## src/rtl/mc_control_unit_pkg.sv

```systemverilog
// Shared encodings for the TSC multi-cycle control unit: states, ISA opcodes/funcs,
// datapath mux selectors and the instruction-class one-hot.
package mc_control_unit_pkg;

  localparam int OP_W = 4;

  typedef enum logic [2:0] {
    S_IF   = 3'd0,
    S_ID   = 3'd1,
    S_EX   = 3'd2,
    S_MEM  = 3'd3,
    S_WB   = 3'd4,
    S_HALT = 3'd5
  } state_t;

  localparam logic [OP_W-1:0] OP_BNE = 4'd0;
  localparam logic [OP_W-1:0] OP_BEQ = 4'd1;
  localparam logic [OP_W-1:0] OP_BGZ = 4'd2;
  localparam logic [OP_W-1:0] OP_BLZ = 4'd3;
  localparam logic [OP_W-1:0] OP_ADI = 4'd4;
  localparam logic [OP_W-1:0] OP_ORI = 4'd5;
  localparam logic [OP_W-1:0] OP_LHI = 4'd6;
  localparam logic [OP_W-1:0] OP_LWD = 4'd7;
  localparam logic [OP_W-1:0] OP_SWD = 4'd8;
  localparam logic [OP_W-1:0] OP_JMP = 4'd9;
  localparam logic [OP_W-1:0] OP_JAL = 4'd10;
  localparam logic [OP_W-1:0] OP_ALU = 4'd15;

  // ADD..SHR occupy func 0..7; FN_SHR bounds the R-type range
  localparam logic [5:0] FN_SHR = 6'd7;
  localparam logic [5:0] FN_JPR = 6'd25;
  localparam logic [5:0] FN_JRL = 6'd26;
  localparam logic [5:0] FN_WWD = 6'd28;
  localparam logic [5:0] FN_HLT = 6'd29;

  localparam logic [1:0] PCS_ALU    = 2'd0;
  localparam logic [1:0] PCS_ALUOUT = 2'd1;
  localparam logic [1:0] PCS_JUMP   = 2'd2;
  localparam logic [1:0] PCS_RS     = 2'd3;

  localparam logic [1:0] SRCB_RT   = 2'd0;
  localparam logic [1:0] SRCB_ONE  = 2'd1;
  localparam logic [1:0] SRCB_SEXT = 2'd2;
  localparam logic [1:0] SRCB_ZEXT = 2'd3;

  localparam logic [1:0] DST_RT = 2'd0;
  localparam logic [1:0] DST_RD = 2'd1;
  localparam logic [1:0] DST_R2 = 2'd2;

  localparam logic [1:0] M2R_ALU = 2'd0;
  localparam logic [1:0] M2R_MDR = 2'd1;
  localparam logic [1:0] M2R_PC  = 2'd2;

  typedef struct packed {
    logic rtype;
    logic imm;
    logic load;
    logic store;
    logic branch;
    logic jump;
    logic jal;
    logic jpr;
    logic jrl;
    logic wwd;
    logic hlt;
  } iclass_t;

endpackage

```

## src/rtl/mc_instr_class.sv

```systemverilog
// Combinational opcode/func decode into an instruction-class one-hot.
// An all-zero class marks an undefined encoding.
module mc_instr_class
  import mc_control_unit_pkg::*;
#(
  parameter int FUNC_W = 6
) (
  input  logic [OP_W-1:0]   opcode,
  input  logic [FUNC_W-1:0] func_code,
  output iclass_t           cls
);

  always_comb begin
    cls = '0;
    case (opcode)
      OP_BNE, OP_BEQ, OP_BGZ, OP_BLZ: cls.branch = 1'b1;
      OP_ADI, OP_ORI, OP_LHI:         cls.imm    = 1'b1;
      OP_LWD:                         cls.load   = 1'b1;
      OP_SWD:                         cls.store  = 1'b1;
      OP_JMP:                         cls.jump   = 1'b1;
      OP_JAL:                         cls.jal    = 1'b1;
      OP_ALU: begin
        if (func_code <= FUNC_W'(FN_SHR)) cls.rtype = 1'b1;
        else if (func_code == FUNC_W'(FN_JPR)) cls.jpr = 1'b1;
        else if (func_code == FUNC_W'(FN_JRL)) cls.jrl = 1'b1;
        else if (func_code == FUNC_W'(FN_WWD)) cls.wwd = 1'b1;
        else if (func_code == FUNC_W'(FN_HLT)) cls.hlt = 1'b1;
      end
      default: ;
    endcase
  end

endmodule

```

## src/rtl/mc_control_unit.sv

```systemverilog
// Multi-cycle IF/ID/EX/MEM/WB sequencer for the 16-bit TSC datapath.
// state | meaning
// S_IF   | fetch over shared memory port, hold until mem_ready, then PC <- PC+1
// S_ID   | decode, ALUOut <- PC+imm; JMP/JAL/WWD/NOP retire here
// S_EX   | ALU operation, branch resolve, JPR/JRL retire here
// S_MEM  | LWD/SWD data access, hold until mem_ready
// S_WB   | register file write-back
// S_HALT | HLT reached, only reset leaves
module mc_control_unit
  import mc_control_unit_pkg::*;
#(
  parameter int WORD_SIZE = 16,
  parameter int FUNC_W    = 6
) (
  input  logic                 clk,
  input  logic                 reset_n,
  input  logic [WORD_SIZE-13:0] opcode,
  input  logic [FUNC_W-1:0]    func_code,
  input  logic                 bcond,
  input  logic                 mem_ready,
  output logic                 mem_read,
  output logic                 mem_write,
  output logic                 i_or_d,
  output logic                 ir_write,
  output logic                 pc_write,
  output logic                 pc_write_cond,
  output logic [1:0]           pc_source,
  output logic                 alu_src_a,
  output logic [1:0]           alu_src_b,
  output logic                 alu_force_add,
  output logic                 reg_write,
  output logic [1:0]           reg_dst,
  output logic [1:0]           mem_to_reg,
  output logic                 output_active,
  output logic                 is_halted,
  output logic                 inst_done
);

  state_t  state;
  logic    active;
  iclass_t cls;
  logic    nop;
  logic    zext;
  logic    unused_bcond;

  // bcond gates the PC load in the datapath through pc_write_cond; sequencing ignores it
  assign unused_bcond = bcond;

  mc_instr_class #(.FUNC_W(FUNC_W)) u_instr_class (
    .opcode    (opcode),
    .func_code (func_code),
    .cls       (cls)
  );

  assign nop  = ~|cls;
  assign zext = (opcode == OP_ORI) || (opcode == OP_LHI);

  // active holds every output low for the first cycle after reset release
  always_ff @(posedge clk or negedge reset_n) begin
    if (!reset_n) begin
      state  <= S_IF;
      active <= 1'b0;
    end else if (!active) begin
      active <= 1'b1;
    end else begin
      case (state)
        S_IF: if (mem_ready) state <= S_ID;
        S_ID: begin
          if (cls.hlt) state <= S_HALT;
          else if (cls.jump || cls.jal || cls.wwd || nop) state <= S_IF;
          else state <= S_EX;
        end
        S_EX: begin
          if (cls.load || cls.store) state <= S_MEM;
          else if (cls.rtype || cls.imm) state <= S_WB;
          else state <= S_IF;
        end
        S_MEM:  if (mem_ready) state <= cls.load ? S_WB : S_IF;
        S_WB:   state <= S_IF;
        S_HALT: state <= S_HALT;
        default: state <= S_IF;
      endcase
    end
  end

  // The IR is only valid once IF completes, so outputs decode the live IR rather than being pre-registered
  always_comb begin
    mem_read      = 1'b0;
    mem_write     = 1'b0;
    i_or_d        = 1'b0;
    ir_write      = 1'b0;
    pc_write      = 1'b0;
    pc_write_cond = 1'b0;
    pc_source     = PCS_ALU;
    alu_src_a     = 1'b0;
    alu_src_b     = SRCB_RT;
    alu_force_add = 1'b0;
    reg_write     = 1'b0;
    reg_dst       = DST_RT;
    mem_to_reg    = M2R_ALU;
    output_active = 1'b0;
    is_halted     = 1'b0;
    inst_done     = 1'b0;
    if (active) begin
      case (state)
        S_IF: begin
          mem_read = 1'b1;
          if (mem_ready) begin
            ir_write      = 1'b1;
            pc_write      = 1'b1;
            pc_source     = PCS_ALU;
            alu_src_b     = SRCB_ONE;
            alu_force_add = 1'b1;
          end
        end
        S_ID: begin
          alu_src_b     = SRCB_SEXT;
          alu_force_add = 1'b1;
          if (cls.jump || cls.jal) begin
            pc_write  = 1'b1;
            pc_source = PCS_JUMP;
            inst_done = 1'b1;
          end
          if (cls.jal) begin
            reg_write  = 1'b1;
            reg_dst    = DST_R2;
            mem_to_reg = M2R_PC;
          end
          if (cls.wwd) begin
            output_active = 1'b1;
            inst_done     = 1'b1;
          end
          if (nop) inst_done = 1'b1;
        end
        S_EX: begin
          if (cls.rtype) begin
            alu_src_a = 1'b1;
            alu_src_b = SRCB_RT;
          end
          if (cls.imm || cls.load || cls.store) begin
            alu_src_a = 1'b1;
            alu_src_b = zext ? SRCB_ZEXT : SRCB_SEXT;
          end
          if (cls.branch) begin
            alu_src_a     = 1'b1;
            alu_src_b     = SRCB_RT;
            pc_write_cond = 1'b1;
            pc_source     = PCS_ALUOUT;
            inst_done     = 1'b1;
          end
          if (cls.jpr || cls.jrl) begin
            pc_write  = 1'b1;
            pc_source = PCS_RS;
            inst_done = 1'b1;
          end
          if (cls.jrl) begin
            reg_write  = 1'b1;
            reg_dst    = DST_R2;
            mem_to_reg = M2R_PC;
          end
        end
        S_MEM: begin
          i_or_d    = 1'b1;
          mem_read  = cls.load;
          mem_write = cls.store;
          inst_done = cls.store && mem_ready;
        end
        S_WB: begin
          reg_write  = 1'b1;
          inst_done  = 1'b1;
          reg_dst    = cls.rtype ? DST_RD : DST_RT;
          mem_to_reg = cls.load ? M2R_MDR : M2R_ALU;
        end
        S_HALT: is_halted = 1'b1;
        default: ;
      endcase
    end
  end

endmodule

```

## config.mk

```make
export PLATFORM = sky130hd
export DESIGN_NAME = mc_control_unit
export DESIGN_NICKNAME = d
export VERILOG_FILES = /design/src/rtl/mc_control_unit_pkg.sv /design/src/rtl/mc_instr_class.sv /design/src/rtl/mc_control_unit.sv
export SDC_FILE = /design/constraint.sdc
export NUM_CORES = 1
export LEC_CHECK = 0
export CAP_MARGIN = 5
export CORE_MARGIN = 2
export CORE_UTILIZATION = 48
export DETAILED_ROUTE_END_ITERATION = 8
export DONT_BUFFER_PORTS = 1
export MAX_ROUTING_LAYER = met4
export PLACE_DENSITY = 0.61
export SETUP_SLACK_MARGIN = 0.05
export SYNTH_ARGS = -nofsm -noshare
export SYNTH_HDL_FRONTEND = slang
export SYNTH_HIERARCHICAL = 1
export SYNTH_SLANG_ARGS = --single-unit
```

## constraint.sdc

```tcl
create_clock -name clk -period 4.9 [get_ports clk]
set_clock_uncertainty 0.15 [all_clocks]
set_input_delay 0.98 -clock clk [delete_from_list [all_inputs] [get_ports clk]]
set_output_delay 0.98 -clock clk [all_outputs]
set_load 0.1 [all_outputs]
```

==> metrics.yaml <==
crit_type: "input pin to output pin"
max_cap_violations: 0
r2r_start: "state[1]"
gp_congestion: 0.868
clock_latency_ns: 0.23
max-slew-margin-rel_pct: 29.1
hold_buffers: 0
syn_area_um2: 746
start_util_pct: 50.1
instances_no_fill: 142
antenna_found_initial: 0
place_inst: 139
grt_pass1_vias: 758
p_per_area_nw_per_um2: 412
drcViolationCount: 0
ff2ff_setup_slack_ns: 2.97
p_seq_share_pct: 18.2
outcome: "finished clean"
synth_cell_types: 41
rsz0062_at_grt: "no"
cp_data_arrival_time_ns: 2.76
crit_chain: "nand4_2 -> nor4_1 -> nor3_1 -> o21ai_0 -> nand3_1 -> a31oi_2 -> buf_4"
p_int_uw: 149
cts_tree: "yes"
htree_num_levels: 1
p_sw_uw: 264
max_slew.worst_pin.slew_ns: 1.06
swShare_pct: 63.9
fin_crit_ns: 3.89
cp.required_ns: 3.77
core-area_um2: 1490
synthesis.nets: 127
areaGrowthSynthToFinish_pct: 34.1
antenna_left: 0
diodes: 0
dr.pass1.iters: 4
end_kind: "output pin"
cts_sinks: 4
slowest_stage: "nor4_1"
io_pins: 34
ys.flop_type: "dfrtp_1"
post_cts_buffers: 0
drv_slew: 0
r2r_end: "state[0]"
vias_per_cell: 6.32
row_count: 14
vias: 898
synth_cells: 113
ys_seq_elements: 4
whs_ns: 0.295
die_area_um2: 1880
max_stage_delay_ns: 0.64
nFillCells: 143
wire_per_inst_um: 14.9
avgSynthCellArea_um2: 6.60
crit_fanout: 5
final_core_util_pct: 67.1
ys_warn_count: 6
layout.nets: 142
dieHeight_um: 43.4
clk_pin_slew_ns: 0.04
async_flop_share_pct: 100
hp-class: "input pin to async pin"
ys_seq_area_share_pct: 13.4
setup_tns_ns: 0
clkPwrFrac_pct: 9.6
ff2ff_path_depth: 4
max_freq_ghz: 0.257
start_kind: "input pin"
clockRootBuffer: "clkbuf_4"
fin_crit_sh_pct: 79.4
grt_usage_pct: 24.8
cts_buffers: 3
finalSetupViolCount: 0
power_frac_comb_pct: 72.3
grt_pass1_wl_mm: 3.44
ir_drop_mv: 0.267
postCtsResizedCells: 0
io_buffers: 0
drive_gt1_share_pct: 29.4
p_leak_nw: 0.376
grt_max_degree: 19
hold_viol_final: 0
drt_wl_total_mm: 2.11
hpwl_mm: 1.68
grt_overflow: 0
drtIter0Drc: 36
die_w_um: 43.4
clockBufferDepth: 2
synth_edf_count: 0
-- critical path, delay by kind of cell --
kind / cells / cell delay [ns]
simple gates: 4 / 1.07
compound gates: 2 / 0.40
buf+inv: 1 / 0.31
-- placed cells by master, fill, tap and decap left out, types with 2 or more instances in the layout --
cell / instances
nor2_2: 5
nor3b_1: 4
o21a_1: 2
or4_1: 3
buf_4: 12
nor3_1: 5
a21oi_1: 4
nor4b_1: 3
clkbuf_16: 3
clkbuf_4: 3
and3_1: 2
dfrtp_1: 4
and2_1: 3
nor3_2: 3
nand2_1: 10
inv_1: 7
nor4_1: 3
nand3_1: 5
nand2b_1: 2
nor2_1: 12
o21ai_0: 6
-- registers in the layout (all words and copies together), names as in the netlist --
signal	flops
active	1
state	3
-- final cells by class --
class	count	area, um^2	area share (%)
Clock buffer	3	22.5	2.25
Inverter	8	30.0	3.00
Multi-Input combinational cell	95	642	64.2
Sequential cell	4	100	10.0
Tap cell	16	20.0	2.00
Timing Repair Buffer	16	185	18.5
-- layer usage --
layer / vias up / part of all wire, % / global-route usage [%]
met1: 417 / 44 / 32.9
met2: 37 / 48 / 37.6
met3: 2 / 6.8 / 3.75
li1: 442 / - / -
met5: - / 0 / -
met4: 0 / 0.85 / 10.9
-- how the worst max path moves through the flow --
stage	cells past startpoint	from	to	slack, ns
after global routing	6	opcode[2]	alu_src_b[0]	0.85
after detailed placement	6	opcode[2]	alu_src_b[0]	1.04
final	7	opcode[3]	inst_done	1.01
after floorplan	6	func_code[2]	inst_done	0.21
after CTS	7	opcode[3]	inst_done	1.04
after global placement	6	opcode[2]	alu_src_b[0]	1.07
-- per-stage QoR --
| step | setup WS, ns | area [um^2] | total power [mW] |
|---|---|---|---|
| after floorplan | 0.215 | 751 | 0.325 |
| after global routing | 0.852 | 1000 | 0.434 |
| after CTS | 1.04 | 1000 | 0.413 |
| final | 1.01 | 1000 | 0.412 |
| after global placement | 1.07 | 977 | 0.368 |
| after detailed placement | 1.04 | 977 | 0.372 |
-- kinds of logic (layout without fill, tap and decap cells) --
logic type | after synthesis | count (layout) | synth area share [%]
xor+xnor | 1 | 1 | 1.17
mux | 1 | 1 | 1.34
other cells | 1 | 1 | 0.503
simple gates | 69 | 69 | 51.5
flops | 4 | 4 | 13.4
buf+inv | 14 | 27 | 8.89
compound gates | 23 | 23 | 23.2
-- cells in the mapped netlist (all sizes together), types with 3 or more instances --
master | number | area, um^2
a21oi | 5 | 25.0
dfrtp | 4 | 100
nor3b | 5 | 37.5
inv | 8 | 30.0
nor4 | 3 | 18.8
o21ai | 7 | 35.0
nand3 | 5 | 25.0
and2 | 3 | 18.8
buf | 4 | 28.8
nor4b | 3 | 26.3
or4 | 3 | 22.5
nor3 | 8 | 40.0
nor2 | 18 | 67.6
nand2 | 10 | 37.5
-- power by group through the flow --
stage | clock (mW) | combinational (mW) | sequential, mW
finish | 0.0395 | 0.298 | 0.0749
global route | 0.0416 | 0.314 | 0.0779
CTS | 0.0413 | 0.298 | 0.0734
detailed placement | 0 | 0.298 | 0.0738
global placement | 0 | 0.294 | 0.0735
floorplan | 0 | 0.276 | 0.0483
(Power assumes the default switching activity.)
